**src/rtl/fft_pkg.sv**
```systemverilog
// Constants and state encoding shared by the FFT loader, butterfly sequencer and datapath.
package fft_pkg;

    localparam int N_LOG2 = 5;
    localparam int N_BFLY = 1 << (N_LOG2 - 1);
    localparam int TW_W   = N_LOG2 - 1;

    typedef enum logic [1:0] {
        ST_IDLE  = 2'd0,
        ST_RUN   = 2'd1,
        ST_DRAIN = 2'd2,
        ST_DONE  = 2'd3
    } fft_state_e;

endpackage

```
**src/rtl/fft_bf_index.sv**
```systemverilog
// Combinational map from (stage, butterfly j) to the in-place DIT address pair and twiddle index.
module fft_bf_index #(
    parameter int N_LOG2 = 5
) (
    input  logic [2:0]        stage,
    input  logic [N_LOG2-2:0] j,
    output logic [N_LOG2-1:0] addr_a,
    output logic [N_LOG2-1:0] addr_b,
    output logic [N_LOG2-2:0] tw_idx
);

    localparam logic [2:0]        TOP_STAGE = 3'(N_LOG2 - 1);
    localparam logic [N_LOG2-1:0] ONE       = N_LOG2'(1);

    logic [N_LOG2-1:0] span;
    logic [N_LOG2-1:0] pos;
    logic [N_LOG2-1:0] group;
    logic [2:0]        tw_shift;

    // Butterflies of a stage form groups of 2*span words; pos is the offset inside a group.
    always_comb begin
        span     = ONE << stage;
        pos      = {1'b0, j} & (span - ONE);
        group    = {1'b0, j} >> stage;
        addr_a   = (group << (stage + 3'd1)) | pos;
        addr_b   = addr_a + span;
        tw_shift = TOP_STAGE - stage;
        tw_idx   = (N_LOG2 - 1)'(pos << tw_shift);
    end

endmodule

```
**src/rtl/fft_addr_gen.sv**
```systemverilog
// Radix-2 DIT butterfly sequencer: walks every stage and butterfly, issuing RAM addresses and
// twiddle indices over a valid/ready handshake, with a drain gap between stages.
module fft_addr_gen #(
    parameter int N_LOG2     = fft_pkg::N_LOG2,
    parameter int BF_LATENCY = 2
) (
    input  logic              clk,
    input  logic              reset,
    input  logic              start,
    output logic              bf_valid,
    input  logic              bf_ready,
    output logic [N_LOG2-1:0] addr_a,
    output logic [N_LOG2-1:0] addr_b,
    output logic [N_LOG2-2:0] tw_idx,
    output logic [2:0]        stage,
    output logic              fft_done
);

    import fft_pkg::*;

    localparam int              JW         = N_LOG2 - 1;
    localparam int              DW         = $clog2(BF_LATENCY + 1);
    localparam logic [JW-1:0]   J_LAST     = JW'((1 << JW) - 1);
    localparam logic [2:0]      STAGE_LAST = 3'(N_LOG2 - 1);
    localparam logic [DW-1:0]   DRAIN_LOAD = DW'(BF_LATENCY);
    localparam logic [DW-1:0]   DRAIN_ONE  = DW'(1);

    fft_state_e        state_q, state_d;
    logic [2:0]        stage_q, stage_d;
    logic [JW-1:0]     j_q, j_d;
    logic [DW-1:0]     drain_q, drain_d;
    logic              bf_valid_q, bf_valid_d;
    logic              fft_done_q, fft_done_d;
    logic [N_LOG2-1:0] addr_a_q, addr_a_d;
    logic [N_LOG2-1:0] addr_b_q, addr_b_d;
    logic [JW-1:0]     tw_idx_q, tw_idx_d;
    logic [N_LOG2-1:0] idx_a;
    logic [N_LOG2-1:0] idx_b;
    logic [JW-1:0]     idx_tw;

    // Handshake: a descriptor moves on a cycle with bf_valid & bf_ready; while bf_valid is high
    // and bf_ready low, all outputs hold, and bf_valid only falls after a transfer.
    always_comb begin
        state_d = state_q;
        stage_d = stage_q;
        j_d     = j_q;
        drain_d = drain_q;
        case (state_q)
            ST_IDLE: begin
                if (start) begin
                    state_d = ST_RUN;
                    stage_d = '0;
                    j_d     = '0;
                end
            end
            ST_RUN: begin
                if (bf_ready) begin
                    if (j_q == J_LAST) begin
                        state_d = ST_DRAIN;
                        drain_d = DRAIN_LOAD;
                    end else begin
                        j_d = j_q + 1'b1;
                    end
                end
            end
            ST_DRAIN: begin
                if (drain_q == DRAIN_ONE) begin
                    if (stage_q == STAGE_LAST) begin
                        state_d = ST_DONE;
                    end else begin
                        state_d = ST_RUN;
                        stage_d = stage_q + 3'd1;
                        j_d     = '0;
                    end
                end else begin
                    drain_d = drain_q - DRAIN_ONE;
                end
            end
            ST_DONE: begin
                // A loader done that stays high must not restart the transform.
                if (!start) begin
                    state_d = ST_IDLE;
                    stage_d = '0;
                    j_d     = '0;
                end
            end
            default: state_d = ST_IDLE;
        endcase
    end

    fft_bf_index #(
        .N_LOG2(N_LOG2)
    ) u_index (
        .stage (stage_d),
        .j     (j_d),
        .addr_a(idx_a),
        .addr_b(idx_b),
        .tw_idx(idx_tw)
    );

    always_comb begin
        bf_valid_d = (state_d == ST_RUN);
        fft_done_d = (state_d == ST_DONE);
        if (state_d == ST_IDLE) begin
            addr_a_d = '0;
            addr_b_d = '0;
            tw_idx_d = '0;
        end else begin
            addr_a_d = idx_a;
            addr_b_d = idx_b;
            tw_idx_d = idx_tw;
        end
    end

    always_ff @(posedge clk) begin
        if (reset) begin
            state_q    <= ST_IDLE;
            stage_q    <= '0;
            j_q        <= '0;
            drain_q    <= '0;
            bf_valid_q <= 1'b0;
            fft_done_q <= 1'b0;
            addr_a_q   <= '0;
            addr_b_q   <= '0;
            tw_idx_q   <= '0;
        end else begin
            state_q    <= state_d;
            stage_q    <= stage_d;
            j_q        <= j_d;
            drain_q    <= drain_d;
            bf_valid_q <= bf_valid_d;
            fft_done_q <= fft_done_d;
            addr_a_q   <= addr_a_d;
            addr_b_q   <= addr_b_d;
            tw_idx_q   <= tw_idx_d;
        end
    end

    assign bf_valid = bf_valid_q;
    assign fft_done = fft_done_q;
    assign addr_a   = addr_a_q;
    assign addr_b   = addr_b_q;
    assign tw_idx   = tw_idx_q;
    assign stage    = stage_q;

endmodule
```
**config.mk**
```make
export PLATFORM = sky130hd
export DESIGN_NAME = fft_addr_gen
export DESIGN_NICKNAME = d
export VERILOG_FILES = /design/src/rtl/fft_pkg.sv /design/src/rtl/fft_bf_index.sv /design/src/rtl/fft_addr_gen.sv
export SDC_FILE = /design/constraint.sdc
export NUM_CORES = 1
export LEC_CHECK = 0
export BUFFER_PORTS_ARGS = -buffer_cell sky130_fd_sc_hd__buf_2
export CAP_MARGIN = 20
export CORE_ASPECT_RATIO = 1.2
export CORE_UTILIZATION = 35
export DETAILED_ROUTE_END_ITERATION = 8
export REMOVE_ABC_BUFFERS = 1
export SLEW_MARGIN = 20
export SYNTH_ARGS = -nofsm -noshare
export SYNTH_HDL_FRONTEND = slang
export SYNTH_SLANG_ARGS = --single-unit
```
**constraint.sdc**
```tcl
create_clock -name clk -period 4 [get_ports clk]
set_clock_uncertainty 0.15 [all_clocks]
set_input_delay 0.6 -clock clk [delete_from_list [all_inputs] [get_ports clk]]
set_output_delay 0.6 -clock clk [all_outputs]
set_load 0.02 [all_outputs]
```
==> impl_metrics.csv <==
group,metric,value,unit
run_status,status,"finished, final reports clean",
final_layout,n_antenna_cell,0,
detailed_routing,drc,0,
job,max-cap-violations,0,
worst_hold_path,hp-class,"reg2reg",
detailed_routing,wl_per_cell,14.4,um
sta,slew_headroom,63.3,%
floorplanning,die_area,5660,um^2
detailed_routing,via_per_inst,5.41,
synth,synth_top_area_cell,"dfxtp_1",
power,power,484,uW
clock_tree,cts.sinks,27,
setup_path,worstSetupStartpoint,"start",
clock_tree,cts.root.buffer_cell,"clkbuf_8",
setup_path,r2r_end,"addr_b[4]$_SDFF_PP0_",
worst_hold_path,hold_path_end,"drain_q[0]$_SDFFE_PP0P_",
floorplanning,core,5040,um^2
final_layout,syn_to_final_growth,19.7,%
floorplanning,rows,28,
global_routing,gr-usage-all-layers,16.7,%
sta,setup_viol,0,
setup_path,end_kind,"flip-flop",
synth,synth.most_common_cell,"dfxtp_1",
sta,holdWs,395,ps
power,ir_drop,149,uV
worst_hold_path,hold_depth,2,
floorplanning,start_util,37.2,%
detailed_routing,wl_met1,1990,um
synth,synth.top_cells.by_area,"dfxtp_1 (29%), ha_1 (11%), nor2_1 (4.8%)",
global_routing,grt_pass1_wl,7220,um
setup_path,worstRegToRegCells,20,
synth,synth-warning-count,0,
setup_path,slowest_delay,370,ps
setup_path,crit_arrival,3890,ps
sta,period_share,95.8,%
synth,synth-edff-count,0,
detailed_routing,ant_nets,0,
global_routing,overflow,0,
sta,hold_violations,0,
global_routing,antenna_found_initial,0,
clock_tree,clk_pin_slew_worst_paths,90,ps
clock_tree,htreeDepth,1,
clock_tree,cts_max_path_buffers,2,
final_layout,final_util,44.5,%
final_layout,layout-drive-gt1-share,32.8,%
synth,synth_cell_types,55,
sta,maxSlewViolCount,0,
synth,avgSynthCellArea,8.85,um^2
synth,synth_flop_cell,"dfxtp_1",
placement,pre_cts_ws,-48.7,ps
setup_path,crit_chain,"buf_2, and2_4, o31ai_4, and2_4, inv_8, ha_1, ha_4, o211ai_1, nor2_1, o2bb2ai_2, ha_2, inv_1, fa_1, nor2b_1, o21ai_0, nand2b_1, xnor2_1, or2_2, mux2i_1",
global_routing,grt_max_degree,17,
synth,syn_area,1880,um^2
detailed_routing,drt_pass1_iterations,4,
synth,ys_seq_elements,27,
setup_path,cp_slowest_cell,"fa_1",
clock_tree,clock_latency,260,ps
placement,portBuffers,22,
setup_path,critPathMaxFanout,7,
setup_path,cp.required,4050,ps
worst_hold_path,hp-start,"drain_q[0]$_SDFFE_PP0P_",
synth,yosysTopAreaCellShare,28.8,%
sta,worst_slack,169,ps
synth,yosys-top-cells-count,"dfxtp_1 (27), nor2_1 (24), ha_1 (16), inv_1 (16), nor3_1 (10)",
synth,synthCells,212,
detailed_routing,wl_met3,128,um
clock_tree,cts_buffers,3,
floorplanning,boundaryPins,23,
global_routing,grt_pass1_vias,1552,
detailed_routing,wl_met2,2290,um
sta,fmax,261,MHz
placement,gp_congestion,0.863,
sta,tightest_slew,550,ps
setup_path,timing.reg2reg.setup_slack,170,ps
setup_path,cpLargestDelayFamily,"simple AND/OR/NAND/NOR gates",
detailed_routing,drt-initial-drc-count,66,
sta,period_needed,3830,ps
setup_path,path_buf_inv,3,
clock_tree,cts_tree,"built",
placement,post-dp-hpwl,3400,um
setup_path,cpMostUsedCell,"and2_4",
sta,setup_tns,0,ps
floorplanning,die_w,68.8,um
setup_path,reg2reg_from,"drain_q[1]$_SDFFE_PP0P_",
setup_path,crit_type,"in2reg",
final_layout,final_nets,272,
setup_path,worst_setup_path_start_kind,"primary input",
floorplanning,die_h,82.2,um
synth,async_reset_ff_share,0,%
power,p_per_area,215,nW/um^2
power,p_leak,0.993,nW
detailed_routing,num_vias,1678,
synth,yosysSeqAreaShare,28.8,%
detailed_routing,totalWireLength,4460,um
detailed_routing,highest_layer,"met4",
[per-layer routing]
layer  vias up  GRT usage, %
li1        842             -
met1       810          20.9
met2        22          29.3
met3         4          2.47
met4         0          4.08
met5         -             0
[layout make-up]
class                   instances  area (um^2)
clock buffers                   3         41.3
flip-flops and latches         27          547
clock inverters                 1         7.51
fillers                       532         2800
inverters                      18         75.1
multi-input cells             158         1230
well taps                      60         75.1
repair buffers                 43          268
[metrics by stage]
stage               cells  area [um^2]
floorplan             203         1800
global placement      305         2140
detailed placement    305         2140
CTS                   309         2190
global route          310         2250
finish                310         2250
[power breakdown]
| group | total (mW) | switching [mW] | internal (mW) |
|---|---|---|---|
| Combinational | 0.0511 | 0.0318 | 0.0193 |
| Sequential | 0.278 | 0.00447 | 0.273 |
| Clock | 0.155 | 0.0847 | 0.0705 |
| Total | 0.484 | 0.121 | 0.363 |
[cell families after synthesis]
family / after synthesis / share of synthesized area (%)
adder cells (fa/ha/maj): 17 / 11.7
flip-flops: 27 / 28.8
multiplexers: 3 / 1.80
AO/OA/AOI/OAI: 50 / 22.4
XOR/XNOR: 4 / 1.87
AND/OR/NAND/NOR: 84 / 25.4
buffers and inverters: 27 / 8.00
[what timing repair did]
item | 4_1_cts | 5_1_grt
buffers inserted | 0 | 1
hold buffers | 0 | 0
endpoints found under the setup margin | 0 | 2
resized for setup | 0 | 14
[flip-flops by register name, indices dropped and copies added, names as in the netlist]
| register | cells |
|---|---|
| addr_a | 5 |
| tw_idx | 4 |
| fft_done | 1 |
| addr_b | 5 |
| bf_valid | 1 |
| drain_q | 2 |
| state_q | 2 |
| stage | 3 |
| j_q | 4 |
[worst reg2reg max path, delay by kind of cell (launching register included)]
family                   cells  cell delay [ps]
flip-flops                   1              320
adder cells (fa/ha/maj)      5             1220
AO/OA/AOI/OAI                5              710
AND/OR/NAND/NOR              5              880
XOR/XNOR                     1               80
multiplexers                 1              120
buffers and inverters        3              280
[placed cells by master, fill, tap and decap left out, drive strengths merged, types with 2 or more instances in the layout]
| cell type | netlist | layout |
|---|---|---|
| o211a | 2 | 2 |
| nand4b | 2 | 2 |
| buf | 7 | 43 |
| inv | 18 | 18 |
| nor3b | 2 | 2 |
| o311ai | 2 | 2 |
| xnor2 | 3 | 3 |
| a31o | 2 | 2 |
| mux2i | 3 | 3 |
| o211ai | 3 | 3 |
| clkbuf | 2 | 3 |
| nor2b | 5 | 5 |
| ha | 16 | 16 |
| dfxtp | 27 | 27 |
| a21oi | 7 | 7 |
| nand2b | 3 | 3 |
| and2 | 5 | 5 |
| nor3 | 10 | 10 |
| nand2 | 7 | 7 |
| a211oi | 9 | 9 |
| nor4 | 8 | 8 |
| o21ai | 4 | 4 |
| nand4 | 3 | 3 |
| nand3 | 7 | 7 |
| or2 | 3 | 3 |
| nor2 | 24 | 24 |
| a21o | 6 | 6 |
| a31oi | 5 | 5 |
[worst max path at each step]
stage	end	slack, ps	cells after the start
global placement	addr_b[4]$_SDFF_PP0_	50	19
floorplan	addr_b[4]$_SDFF_PP0_	-150	20
CTS	addr_b[4]$_SDFF_PP0_	120	18
finish	addr_b[4]$_SDFF_PP0_	170	19
global route	addr_b[4]$_SDFF_PP0_	-40	20
detailed placement	addr_b[4]$_SDFF_PP0_	-50	19
Note: power is estimated with default switching activity, not from simulation.
